$ cat config.mk
export PLATFORM = sky130hd
export DESIGN_NAME = imem_boot_loader
export DESIGN_NICKNAME = d
export VERILOG_FILES = /design/src/rtl/imem_boot_loader_pkg.sv /design/src/rtl/imem_word_packer.sv /design/src/rtl/imem_boot_loader.sv
export SDC_FILE = /design/constraint.sdc
export NUM_CORES = 1
export LEC_CHECK = 0
export BUFFER_PORTS_ARGS = -buffer_cell sky130_fd_sc_hd__buf_4
export CORE_MARGIN = 5
export CORE_UTILIZATION = 50
export DETAILED_ROUTE_END_ITERATION = 8
export PLACE_DENSITY = 0.74
export SYNTH_ARGS = -nofsm -noshare
export SYNTH_HDL_FRONTEND = slang
export SYNTH_SLANG_ARGS = --single-unit
$ cat constraint.sdc
create_clock -name clk -period 1.8 [get_ports clk]
set_input_delay 0.18 -clock clk [delete_from_list [all_inputs] [get_ports clk]]
set_output_delay 0.18 -clock clk [all_outputs]
set_load 0.03 [all_outputs]
$ cat src/rtl/imem_boot_loader_pkg.sv
// Shared types for the instruction memory boot loader.
// State encoding and checksum seed.
package imem_boot_loader_pkg;

   typedef enum logic [2:0] {
      LEN_LO,
      LEN_HI,
      DATA,
      CHK,
      RUN,
      ERR
   } state_e;

   localparam logic [7:0] CHK_SEED = 8'h00;

endpackage

$ cat src/rtl/imem_word_packer.sv
// Packs little-endian bytes into 32-bit words.
// Emits one registered write pulse per completed word.
module imem_word_packer #(
   parameter int ADDR_W = 6
) (
   input  logic              clk,
   input  logic              clear,
   input  logic              byte_valid,
   input  logic [7:0]        byte_data,
   input  logic [ADDR_W-1:0] word_addr,
   output logic              word_done,
   output logic              we,
   output logic [ADDR_W-1:0] addr,
   output logic [31:0]       wdata
);

   logic [1:0]  cnt_q;
   logic [23:0] acc_q;

   assign word_done = byte_valid && (cnt_q == 2'd3);

   always_ff @(posedge clk) begin
      if (clear) begin
         cnt_q <= '0;
         acc_q <= '0;
         we    <= 1'b0;
         addr  <= '0;
         wdata <= '0;
      end else begin
         we <= 1'b0;
         if (byte_valid) begin
            cnt_q <= cnt_q + 2'd1;
            if (cnt_q == 2'd3) begin
               we    <= 1'b1;
               addr  <= word_addr;
               wdata <= {byte_data, acc_q};
            end else begin
               // Oldest byte ends up in bits 7:0 after three shifts
               acc_q <= {byte_data, acc_q[23:8]};
            end
         end
      end
   end

endmodule

$ cat src/rtl/imem_boot_loader.sv
// Loads a length-prefixed, XOR-checked program image into imem.
// Holds the core in reset until the image is verified.
module imem_boot_loader
   import imem_boot_loader_pkg::*;
#(
   parameter int ADDR_W = 6
) (
   input  logic              clk,
   input  logic              reset,
   input  logic [7:0]        in_data,
   input  logic              in_valid,
   output logic              in_ready,
   output logic              imem_we,
   output logic [ADDR_W-1:0] imem_addr,
   output logic [31:0]       imem_wdata,
   output logic              core_reset,
   output logic              done,
   output logic              error,
   output logic [ADDR_W:0]   words_loaded
);

   localparam logic [16:0]   DEPTH_L = 17'(2 ** ADDR_W);
   localparam logic [ADDR_W:0] ONE_W = 1;

   state_e          state, state_nxt;
   logic [7:0]      len_lo_q;
   logic [ADDR_W:0] len_q;
   logic [7:0]      csum_q;
   logic [ADDR_W:0] words_q;
   logic [15:0]     n16;
   logic            acc;
   logic            data_acc;
   logic            word_done;
   logic            last_word;

   assign acc       = in_valid && in_ready;
   assign data_acc  = acc && (state == DATA);
   assign n16       = {in_data, len_lo_q};
   assign last_word = (words_q + ONE_W) == len_q;

   assign words_loaded = words_q;

   imem_word_packer #(
      .ADDR_W(ADDR_W)
   ) u_packer (
      .clk       (clk),
      .clear     (reset),
      .byte_valid(data_acc),
      .byte_data (in_data),
      .word_addr (words_q[ADDR_W-1:0]),
      .word_done (word_done),
      .we        (imem_we),
      .addr      (imem_addr),
      .wdata     (imem_wdata)
   );

   always_ff @(posedge clk) begin
      if (reset) begin
         state    <= LEN_LO;
         len_lo_q <= '0;
         len_q    <= '0;
         csum_q   <= CHK_SEED;
         words_q  <= '0;
      end else begin
         state <= state_nxt;
         if (acc && state == LEN_LO)
            len_lo_q <= in_data;
         if (acc && state == LEN_HI)
            len_q <= n16[ADDR_W:0];
         if (data_acc)
            csum_q <= csum_q ^ in_data;
         // Counts in step with the packer's write pulse
         if (word_done)
            words_q <= words_q + ONE_W;
      end
   end

   always_comb begin
      state_nxt  = state;
      in_ready   = 1'b0;
      core_reset = 1'b1;
      done       = 1'b0;
      error      = 1'b0;
      unique case (state)
         LEN_LO: begin
            in_ready = 1'b1;
            if (acc)
               state_nxt = LEN_HI;
         end
         LEN_HI: begin
            in_ready = 1'b1;
            if (acc) begin
               if (n16 == 16'd0)
                  state_nxt = CHK;
               else if ({1'b0, n16} > DEPTH_L)
                  state_nxt = ERR;
               else
                  state_nxt = DATA;
            end
         end
         DATA: begin
            in_ready = 1'b1;
            if (word_done && last_word)
               state_nxt = CHK;
         end
         CHK: begin
            in_ready = 1'b1;
            if (acc)
               state_nxt = (in_data == csum_q) ? RUN : ERR;
         end
         RUN: begin
            core_reset = 1'b0;
            done       = 1'b1;
         end
         ERR: begin
            error = 1'b1;
         end
         default: state_nxt = ERR;
      endcase
   end

endmodule
* Word-level counts from Yosys, hierarchy flattened *
Cells that the tools add are included.
W data, S select, Z words.

cells by class
  equality and inequality tests = 12
  bitwise gates (word level) = 4
  add/subtract/negate cells = 2
  reduce and logical (&&, ||, !) cells = 14
  $lt $le $gt $ge = 1
  mux-type cells = 13

operators with widths
  operator               count
  $mux W3                6
  $gt A16 B7 Y1 const B  1
  $logic_not A16 Y1      1
  $pmux W3 S5            1
  $eq A8 B8 Y1           1
  $xor A8 B8 Y8          1
  $add A7 B1 Y7 const B  1
  $eq A7 B7 Y1           1
  $eq A3 B2 Y1 const B   2
  $eq A3 B3 Y1 const B   2
  $logic_and A1 B1 Y1    6
  $mux W1                6
  $ne A2 B2 Y1 const B   3
  $reduce_and A5 Y1      1
  $reduce_and A2 Y1      2
  $reduce_or A2 Y1       2
  $reduce_or A4 Y1       1
  $eq A3 B1 Y1 const B   1
  $logic_not A3 Y1       1
  $not A1 Y1             3
  $add A2 B1 Y2 const B  1
  $eq A2 B2 Y1 const B   1
  $ne A2 B1 Y1 const B   1

word-level totals
  logic and storage cells = 56
  register bits after elaboration = 98
  input bits = 11
  output and inout bits = 50

* Logic depth before layout (Yosys ltp) *
Gate-level depths: netlist of run 1.

  depth in word-level cells = 9
  mapped depth = 7
  mapped depth without buffers = 6

* By module *
Synthesis of run 1 repeated with hierarchy kept, for this count alone.

second synthesis, totals
  cells, all modules = 432
  area total of the unflattened synthesis = 4200.3 sq um

by module, submodules not included
  module            times used  area each (sq um)  cells each
  imem_word_packer  1           2547.4             230
  imem_boot_loader  1           1652.8             202

* Least setup slack after synthesis of run 1 *
OpenSTA, ideal clock, no wires.

  path type = reg-to-reg
  from = register words_q[1] (netlist: words_loaded[1])
  to = register state[0]
  required time = 1.721 ns
  path slack = -0.162 ns
  setup time = 0.079 ns
  period minus slack after synthesis = 1.962 ns
  buffers on the path = 1
  arrival time = 1.883 ns
  stages on the path, launching flop included = 8
  cells stage by stage = dfxtp_1 ha_1 buf_2 or3b_1 a211o_1 nand3_1 a31oi_1 a211oi_2

on the way
  word-level cells in the longest chain between the ends = 5

RTL lines
  what                         line                     source
  start, declared              imem_boot_loader.sv:29   logic [ADDR_W:0] words_q;
  start signal, assigned       imem_boot_loader.sv:74   words_q <= words_q + ONE_W;
  $add A7 B1 Y7                imem_boot_loader.sv:39   assign last_word = (words_q + ONE_W) == len_q;
  $eq A7 B7 Y1                 imem_boot_loader.sv:39
  $logic_and A1 B1 Y1          imem_boot_loader.sv:103  if (word_done && last_word)
  $ne A2 B1 Y1 (no line)       -
  $reduce_and A5 Y1 (no line)  -
  end signal, assigned         imem_boot_loader.sv:65   state <= state_nxt;
  end, declared                imem_boot_loader.sv:25   state_e state, state_nxt;

No other way between the ends.
A chain may end at the register's enable or synchronous reset.

* Worst setup path after layout of run 1 *
  from = register state[2]
  to = output done

on the way
  word-level cells in the longest chain between the ends = 2

RTL lines
  what           line                    source
  $eq A3 B3 Y1   imem_boot_loader.sv:84  unique case (state)
  $mux W1        imem_boot_loader.sv:84
  end, declared  imem_boot_loader.sv:17  output logic done,

No other way between the ends.

==> impl_metrics.csv, run 1 <==
group,metric,value,unit
clocking,clockBufferDepth,2,
global_routing,gr-usage-all-layers,0.189,
synthesis,postSynth.asyncResetShare,0,
min_path,hold_path.class,"input pin to register",
sta,min_period,1.73,ns
die,fp.coreArea,0.00769,mm²
clocking,clock-sinks,98,
synthesis,synth_sequential_area_ratio,0.501,
sta,max_slew_margin,0.727,
clocking,tritoncts_clock_tree,"yes",
setup_path,timing.critical_path.required,1.62,ns
setup_path,family_of_cells_with_the_greatest_summed_delay_on_the_critical_path,"buffers and inverters",
sta,layout_worst_path_cycle_share,0.963,
die,boundaryPins,61,
die,die-height,98.5,µm
drt,detail_route.drc_violations,0,
setup_path,crit_path_cell_count,5,
drt,drtAntennaViolNets,0,
sta,finalSetupViolations,0,
synthesis,synthTopCellsByArea,"sky130_fd_sc_hd__dfxtp_1 (50%), sky130_fd_sc_hd__nand2_1 (15%), sky130_fd_sc_hd__a21oi_1 (9.3%)",
drt,first_pass_iters,4,
synthesis,syn_avg_cell_area,8.09,µm²
pwr,power_density,821,mW/mm²
synthesis,ys_warn_count,0,
sta,maxClockFrequency,577,MHz
status,run_status,"finished, final reports clean",
synthesis,synthTopCellsByCount,"sky130_fd_sc_hd__nand2_1 (154), sky130_fd_sc_hd__dfxtp_1 (98), sky130_fd_sc_hd__a21oi_1 (73), sky130_fd_sc_hd__nor2_1 (31), sky130_fd_sc_hd__buf_2 (16)",
sta,hold_viol,0,
synthesis,yosys.cell_count.top_type,"sky130_fd_sc_hd__nand2_1",
setup_path,arrival,1.55,ns
drt,detailroute.via_count,3306,
synthesis,synth.ff_latch_count,98,
setup_path,crit_path_end_kind,"output pin",
setup_path,critical_path_class,"register to output pin",
setup_path,total_buffers_and_inverters_traversed_by_the_critical_path,4,
setup_path,cp-start-kind,"register",
layout,area_growth_syn_to_layout,19.8,%
clocking,clock-root-buffer,"sky130_fd_sc_hd__clkbuf_8",
die,row_count,32,
synthesis,synth_edf_count,0,
synthesis,syn-num-nets,497,
place,final_gp_congestion,0.855,
global_routing,number_of_global_route_vias_before_repair,3255,
clocking,clk_slew_on_worst_s_h_paths,0.10,ns
synthesis,synth_top_flop_cell,"sky130_fd_sc_hd__dfxtp_1",
sta,rsz0062_at_grt,"no",
setup_path,number_of_cells_on_the_worst_reg_to_reg_path,6,
setup_path,critical_path.cell_chain,"buf_6 -> clkinvlp_4 -> or3_1 -> inv_1 -> buf_4",
layout,design.final.nets,552,
sta,worst-slew-pin-transition,0.409,ns
layout,antenna_cells_inserted,0,
sta,timing.setup.tns,0,ns
pwr,cellLeakagePower,0.00176,µW
place,post-dp-hpwl,6.16,mm
synthesis,synthesis.area,0.00392,mm²
clocking,number_of_buffers_inserted_during_clock_tree_synthesis,9,
setup_path,crit_path_top_delay_cell,"sky130_fd_sc_hd__or3_1",
sta,finClkSkew,0.0118,ns
sta,worst_hold_margin,0.0922,ns
drt,finalWirelength,8.76,mm
clocking,clock_insertion_delay_worst_skew,0.37,ns
place,port_buffers,60,
synthesis,ys_types,38,
pwr,peakVddDrop,0.412,mV
layout,fraction_of_final_layout_cells_sized_beyond_drive_strength_1,0.184,
setup_path,critical_path.max_stage_delay,0.39,ns
drt,wl_per_cell,13.6,µm
sta,maxSlewViolCount,0,
global_routing,overflow,0,
flow_run,max_cap_violations,0,
synthesis,yosysTopAreaCellShare,0.501,
global_routing,wire_length_of_the_first_global_routing_pass,15.3,mm
synthesis,synth.largest_area_cell,"sky130_fd_sc_hd__dfxtp_1",
die,die_outline_area,0.00970,mm²
global_routing,grt_max_degree,39,
die,initial_util,0.509,
synthesis,synthCells,484,
global_routing,antenna_violations_before_repair,0,
setup_path,worstPathMaxFanout,6,
die,die_width,98.5,µm
drt,drt-vias-per-instance,5.12,
drt,dr.first_iter.drc_count,178,
min_path,hold_path_stages,3,
clocking,htreeDepth,3,
## registers in the layout (all words and copies together), names as in the netlist
name and flops:
state 3, u_packer.wdata 32, csum_q 8, u_packer.addr 6, u_packer.cnt_q 2, len_q 7
len_lo_q 8, words_loaded 7, u_packer.acc_q 24, u_packer.we 1
## through the flow
stage               instance area (µm²)  setup WS (ns)   util  std cells  power (µW)
floorplan                          3920         0.0426      -        484        2370
global placement                   4470          0.167  0.581        628        2440
detailed placement                 4470          0.122  0.581        628        2450
CTS                                4670         0.0340  0.607        644        3870
global route                       4690         0.0138  0.610        646        4000
finish                             4690         0.0662  0.610        646        3850
## area by class of cell
type,instances,area (µm²)
fill,745,3000
inverter,5,22.5
multi-input combinational,348,1780
clock buffer,10,128
tap,102,128
sequential,98,1970
timing repair buffer,77,594
clock inverter,6,72.6
## final timing paths
check	from	end	slack [ns]
hold / removal	in_data[5]	u_packer.wdata[29]$_SDFFE_PP0P_	0.09
setup reg to reg	words_loaded[1]$_SDFFE_PP0P_	state[0]$_SDFFE_PP0P_	0.11
hold reg to reg	u_packer.addr[1]$_SDFFE_PP0P_	u_packer.addr[1]$_SDFFE_PP0P_	0.46
setup / recovery	state[2]$_SDFFE_PP0P_	done	0.07
## routing by layer
layer | track usage | routed length, µm
met2 | 0.313 | 4270
met3 | 0.0403 | 374
met1 | 0.244 | 3990
met5 | 0 | 0
met4 | 0.0662 | 117
## what timing repair did
item,in CTS,in global routing
buffers inserted,0,2
setup endpoints to repair,0,1
endpoints found under the hold margin,0,0
gates resized for setup,0,3
hold buffers,0,0
## power by group
group / leakage [µW] / internal (µW) / total (µW) / switching [µW]
registers: 0.000792 / 2180 / 2200 / 14.8
clock network: 0.0000993 / 661 / 1450 / 788
logic: 0.000869 / 78.4 / 206 / 127
## placed cells by master, fill, tap and decap left out, drive strengths merged
cell / n
or3: 3
nor3: 6
o21a: 2
xnor2: 15
dfxtp: 98
o31ai: 2
mux2i: 9
nor4: 3
clkinvlp: 2
clkinv: 1
and4bb: 1
nand2: 155
a211o: 1
nand2b: 2
nor4b: 1
nand4b: 1
buf: 77
xor2: 15
a41o: 1
bufinv: 1
and2: 1
a21oi: 73
nor2: 31
inv: 7
nand3b: 1
or4b: 1
o211ai: 1
a31oi: 3
nand4: 5
a211oi: 3
clkbuf: 10
nor2b: 2
nand3: 7
ha: 2
or3b: 1
## worst register-to-register path: stages (launching register included)
cell and delay (ns):
sky130_fd_sc_hd__dfxtp_4 0.38, sky130_fd_sc_hd__ha_1 0.21, sky130_fd_sc_hd__nor2b_1 0.15, sky130_fd_sc_hd__or4b_1 0.50, sky130_fd_sc_hd__nand3_1 0.10, sky130_fd_sc_hd__a31oi_1 0.10, sky130_fd_sc_hd__a211oi_2 0.19
## cells by family (layout without fill, tap and decap cells)
family | Yosys count | after routing | synth area share
compound gates | 86 | 86 | 0.120
xor+xnor | 30 | 30 | 0.0671
fa+ha+maj | 2 | 2 | 0.00639
buf+inv | 38 | 98 | 0.0444
flops | 98 | 98 | 0.501
mux | 9 | 9 | 0.0230
simple gates | 221 | 221 | 0.238
(Power assumes the default switching activity.)
==> inputs of run 2 (changes only) <==
CORE_UTILIZATION = 35   (was 50)
PLACE_DENSITY = not set   (was 0.74)
==> run 2 against run 1 <==
Against the previous run:
- largest cell class unchanged
- worst setup slack got worse by 0.028 ns
- register-to-register slack is essentially flat
- critical path type unchanged
- worst hold slack gained 0.018 ns
- die area is 38% higher
- sequential power is essentially flat
- fmax shrank 1.6%
- largest power group unchanged
- core utilization is 17 points lower
==> impl_metrics.csv, run 2 (synthesis results as in run 1) <==
group,metric,value,unit
drt,first_pass_iters,4,
setup_path,critical_path.max_stage_delay,0.41,ns
setup_path,crit_path_start,"state[2]$_SDFFE_PP0P_",
layout,final_util,0.440,
layout,design.final.nets,555,
clocking,tritoncts_clock_tree,"yes",
layout,layout.cells.most_common,"sky130_fd_sc_hd__nand2_1",
global_routing,overflow,0,
drt,finalWirelength,9.23,mm
status,run_status,"finished, final reports clean",
place,final_gp_congestion,0.810,
sta,min_period,1.76,ns
drt,dr.first_iter.drc_count,127,
die,die-height,116,µm
sta,max_slew_margin,0.750,
drt,drt-vias-per-instance,4.83,
clocking,clockBufferDepth,2,
pwr,final_power,3960,µW
sta,layout_worst_path_cycle_share,0.979,
place,port_buffers,60,
pwr,peakVddDrop,0.412,mV
setup_path,number_of_cells_on_the_worst_reg_to_reg_path,6,
die,initial_util,0.360,
clocking,htreeDepth,3,
sta,hold_viol,0,
min_path,hold_path.class,"input pin to register",
sta,worst_hold_margin,0.110,ns
setup_path,arrival,1.58,ns
min_path,hold_path_stages,3,
global_routing,grt_max_degree,33,
drt,drtAntennaViolNets,0,
global_routing,number_of_global_route_vias_before_repair,3158,
setup_path,worst_flop_to_flop_path_endpoint,"state[0]$_SDFFE_PP0P_",
setup_path,critical_path.reg2reg.startpoint,"words_loaded[1]$_SDFFE_PP0P_",
min_path,min_from,"in_data[2]",
place,post-dp-hpwl,6.37,mm
die,boundaryPins,61,
sta,maxClockFrequency,568,MHz
die,die_width,116,µm
setup_path,setup.reg_to_reg.worst_slack,0.10,ns
drt,detail_route.drc_violations,0,
clocking,clock-root-buffer,"sky130_fd_sc_hd__clkbuf_8",
global_routing,wire_length_of_the_first_global_routing_pass,15.2,mm
layout,antenna_cells_inserted,0,
clocking,number_of_buffers_inserted_during_clock_tree_synthesis,9,
die,fp.coreArea,0.0109,mm²
drt,detailroute.via_count,3321,
sta,maxSlewViolCount,0,
layout,area_growth_syn_to_layout,22.4,%
layout,instances_no_fill,687,
layout,regMostFlops,"u_packer.wdata",
clocking,clock_insertion_delay_worst_skew,0.36,ns
place,post-place-cells,668,
clocking,cts_hold_buffers,0,
pwr,cellLeakagePower,0.00179,µW
clocking,clk_slew_on_worst_s_h_paths,0.10,ns
setup_path,timing.critical_path.required,1.62,ns
setup_path,crit_path_end_kind,"output pin",
die,row_count,38,
sta,finalSetupViolations,0,
setup_path,critical_path_class,"register to output pin",
drt,wl_per_cell,13.4,µm
layout,largest_reg_flops,32,
setup_path,worstPathMaxFanout,6,
setup_path,cp-start-kind,"register",
sta,finClkSkew,0.0137,ns
global_routing,antenna_violations_before_repair,0,
die,die_outline_area,0.0134,mm²
layout,layout_common_cells,"sky130_fd_sc_hd__nand2_1 (154), sky130_fd_sc_hd__dfxtp_1 (95), sky130_fd_sc_hd__buf_4 (77)",
setup_path,crit_path_top_delay_cell,"sky130_fd_sc_hd__or3_4",
min_path,worst_hold_path.endpoint,"u_packer.acc_q[18]$_SDFFE_PP0P_",
setup_path,critical_path.cell_chain,"buf_6 -> clkinvlp_4 -> or3_4 -> inv_1 -> buf_6",
layout,fraction_of_final_layout_cells_sized_beyond_drive_strength_1,0.190,
sta,worst-slew-pin-transition,0.375,ns
pwr,power_density,826,mW/mm²
sta,timing.setup.tns,0,ns
flow_run,max_cap_violations,0,
clocking,clock-sinks,98,
layout,reg.largest.list,"u_packer.wdata (32), u_packer.acc_q (24)",
setup_path,critical-path-top-cell-by-count,"sky130_fd_sc_hd__buf_6",
global_routing,gr-usage-all-layers,0.140,
==> run 2: cell count changes in the layout (fill, tap and decap cells not counted), sizes merged <==
cell / before / now
clkinv: 1 / 0
inv: 7 / 6
buf: 77 / 80
clkbuf: 10 / 12
==> run 2: stage by stage <==
stage / instance area (µm²) / worst slack, ns
2_1_floorplan: 3920 / 0.0426
3_3_place_gp: 4530 / 0.166
3_5_place_dp: 4530 / 0.134
4_1_cts: 4750 / 0.0356
5_1_grt: 4790 / -0.0302
6_report: 4790 / 0.0387
==> run 2: power by group <==
| group | internal, µW | switching [µW] |
|---|---|---|
| registers | 2180 | 15.2 |
| clock network | 776 | 767 |
| logic | 83.5 | 132 |
| total | 3040 | 914 |
==> run 2: how the worst max path moves through the flow <==
stage | end | slack (ns) | depth (start not counted)
global route | done | -0.03 | 5
CTS | done | 0.04 | 5
finish | done | 0.04 | 5
floorplan | state[0]$_SDFFE_PP0P_ | 0.04 | 7
global placement | state[0]$_SDFFE_PP0P_ | 0.17 | 6
detailed placement | state[0]$_SDFFE_PP0P_ | 0.13 | 6
==> run 2: what timing repair did <==
item	CTS	global route
endpoints found under the setup margin	0	2
gates resized for setup	0	5
buffers inserted	0	3
==> run 2: area by class of cell <==
cell class                      instances  area [µm²]
Sequential cell                        98        1970
Fill cell                            1096        6100
Multi-Input combinational cell        348        1780
Timing Repair Buffer                   80         621
Tap cell                              140         175
Inverter                                5        22.5
Clock buffer                           12         166
Clock inverter                          4        55.1
==> run 2: worst max-delay path: cells and delay by family, from the launching register on <==
kind                   cells  cell delay, ns
DFF                        1            0.35
buffers and inverters      4            0.47
and+or+nand+nor            1            0.41
==> run 2: metal layers <==
layer | vias to the layer above | global-route usage | wire (µm)
met5 | - | 0 | 0
met4 | 0 | 0.0580 | 188
met3 | 14 | 0.0251 | 487
met2 | 72 | 0.224 | 4220
met1 | 1541 | 0.186 | 4340
li1 | 1694 | - | -
==> inputs of run 3 (changes only) <==
BUFFER_PORTS_ARGS = not set   (was -buffer_cell sky130_fd_sc_hd__buf_4)
DONT_BUFFER_PORTS = 1   (was not set)
==> run 3 against run 2 <==
Against the previous run:
- the run now ends with negative hold slack left
- final cell count down 6.1%
- fmax down 0.60%
- worst setup slack worse by 0.011 ns
- non-clock buffer count down 42
- clock skew down 0.0035 ns
==> impl_metrics.csv, run 3 (synthesis results as in run 1) <==
group,metric,value,unit
die,die_outline_area,0.0134,mm²
global_routing,wire_length_of_the_first_global_routing_pass,15.4,mm
sta,maxSlewViolCount,0,
layout,final_util,0.416,
layout,largest_reg_flops,32,
status,run_status,"finished, violations left",
place,post-dp-hpwl,6.22,mm
flow_run,max_cap_violations,0,
setup_path,critical-path-top-cell-by-count,"sky130_fd_sc_hd__buf_4",
clocking,clk_slew_on_worst_s_h_paths,0.09,ns
sta,layout_worst_path_cycle_share,0.984,
sta,finClkSkew,0.0101,ns
layout,antenna_cells_inserted,0,
drt,wl_per_cell,14.4,µm
place,post-place-cells,614,
clocking,tritoncts_clock_tree,"yes",
sta,min_period,1.77,ns
sta,postLayoutSetupSlackWorst,0.0280,ns
layout,num-fill-cells,1117,
layout,design.final.nets,513,
setup_path,critical_path.cell_chain,"buf_4 -> inv_1 -> buf_4 -> nor3_1 -> buf_4",
die,die-height,116,µm
global_routing,antenna_violations_before_repair,0,
global_routing,gr-usage-all-layers,0.144,
sta,rsz0062_at_grt,"yes",
clocking,clockBufferDepth,2,
drt,detail_route.drc_violations,0,
setup_path,crit_path_end_kind,"output pin",
drt,detailroute.via_count,3156,
min_path,hold_path.class,"input pin to register",
die,fp.coreArea,0.0109,mm²
setup_path,timing.critical_path.required,1.62,ns
place,dp_worst_setup_slack,0.151,ns
global_routing,number_of_global_route_vias_before_repair,3117,
global_routing,grt_max_degree,99,
die,row_count,38,
sta,worst_hold_margin,-0.136,ns
pwr,peakVddDrop,0.312,mV
setup_path,worstPathMaxFanout,6,
clocking,htreeDepth,3,
place,final_gp_congestion,0.756,
layout,regMostFlops,"u_packer.wdata",
clocking,clock_insertion_delay_worst_skew,0.37,ns
layout,area_growth_syn_to_layout,15.7,%
clocking,clock-root-buffer,"sky130_fd_sc_hd__clkbuf_8",
drt,drtAntennaViolNets,0,
die,boundaryPins,61,
layout,instances_no_fill,645,
layout,reg.largest.list,"u_packer.wdata (32), u_packer.acc_q (24)",
layout,layout.cells.most_common,"sky130_fd_sc_hd__nand2_1",
layout,fraction_of_final_layout_cells_sized_beyond_drive_strength_1,0.109,
drt,finalWirelength,9.27,mm
drt,first_pass_iters,4,
sta,max_slew_margin,0.660,
global_routing,overflow,0,
pwr,cellLeakagePower,0.00159,µW
pwr,final_power,3920,µW
drt,drt-vias-per-instance,4.89,
setup_path,crit_path_top_delay_cell,"sky130_fd_sc_hd__dfxtp_1",
layout,layout_common_cells,"sky130_fd_sc_hd__nand2_1 (154), sky130_fd_sc_hd__dfxtp_1 (96), sky130_fd_sc_hd__a21oi_1 (71)",
clocking,number_of_buffers_inserted_during_clock_tree_synthesis,9,
status,failed_checks,"negative hold slack",
clocking,clock-sinks,98,
sta,worst-slew-pin-transition,0.510,ns
pwr,power_density,865,mW/mm²
sta,hold_viol,84,
die,die_width,116,µm
clocking,cts_hold_buffers,14,
setup_path,arrival,1.59,ns
setup_path,critical_path_class,"register to output pin",
sta,finalSetupViolations,0,
place,port_buffers,0,
drt,dr.first_iter.drc_count,202,
die,initial_util,0.360,
setup_path,critical_path.max_stage_delay,0.35,ns
sta,maxClockFrequency,564,MHz
setup_path,cp-start-kind,"register",
-- run 3: cell type report --
| cell class | count | area, µm² | share of cell area |
|---|---|---|---|
| clock buffer | 10 | 128 | 0.0282 |
| inverter | 5 | 18.8 | 0.00414 |
| tap | 140 | 175 | 0.0387 |
| clock inverter | 6 | 91.3 | 0.0202 |
| multi-input combinational | 348 | 1820 | 0.401 |
| sequential | 98 | 1970 | 0.434 |
| timing repair buffer | 38 | 333 | 0.0735 |
-- run 3: timing repair --
action,in CTS,in global routing
buffers inserted,0,2
endpoints found under the hold margin,97,84
setup endpoints to repair,0,14
gates resized for setup,0,14
-- run 3: through the flow --
step	hold slack (ns)	setup TNS, ns	instance area (µm²)
after floorplan	0.316	0	3920
after global placement	0.258	0	4110
after detailed placement	0.260	0	4110
after CTS	-0.147	0	4470
after global routing	-0.166	-0.0567	4530
final	-0.136	0	4530
-- run 3: worst max-delay path, delay by kind of cell (launching register included) --
family | cells | cell delay [ns]
flip-flops | 1 | 0.35
buffers and inverters | 4 | 0.67
AND/OR/NAND/NOR | 1 | 0.20
-- run 3: path summary, 6_finish.rpt --
kind	startpoint	end	slack (ns)	cells after the start
min reg2reg	u_packer.acc_q[4]$_SDFFE_PP0P_	u_packer.acc_q[4]$_SDFFE_PP0P_	0.46	2
max	state[2]$_SDFFE_PP0P_	error	0.03	5
min	reset	u_packer.wdata[3]$_SDFFE_PP0P_	-0.14	1
max reg2reg	state[1]$_SDFFE_PP0P_	len_lo_q[0]$_SDFFE_PP0P_	0.09	6
-- run 3: power by group --
part	leakage, µW	switching (µW)	internal, µW
Clock	0.000110	780	788
Combinational	0.000687	76.5	74.5
Sequential	0.000792	16.3	2180
Total	0.00159	872	3050
-- run 3: per-layer routing --
metal / part of all wire / track usage
met4: 0.014 / 0.0464
met3: 0.051 / 0.0465
met2: 0.47 / 0.227
met5: 0 / 0
met1: 0.47 / 0.187
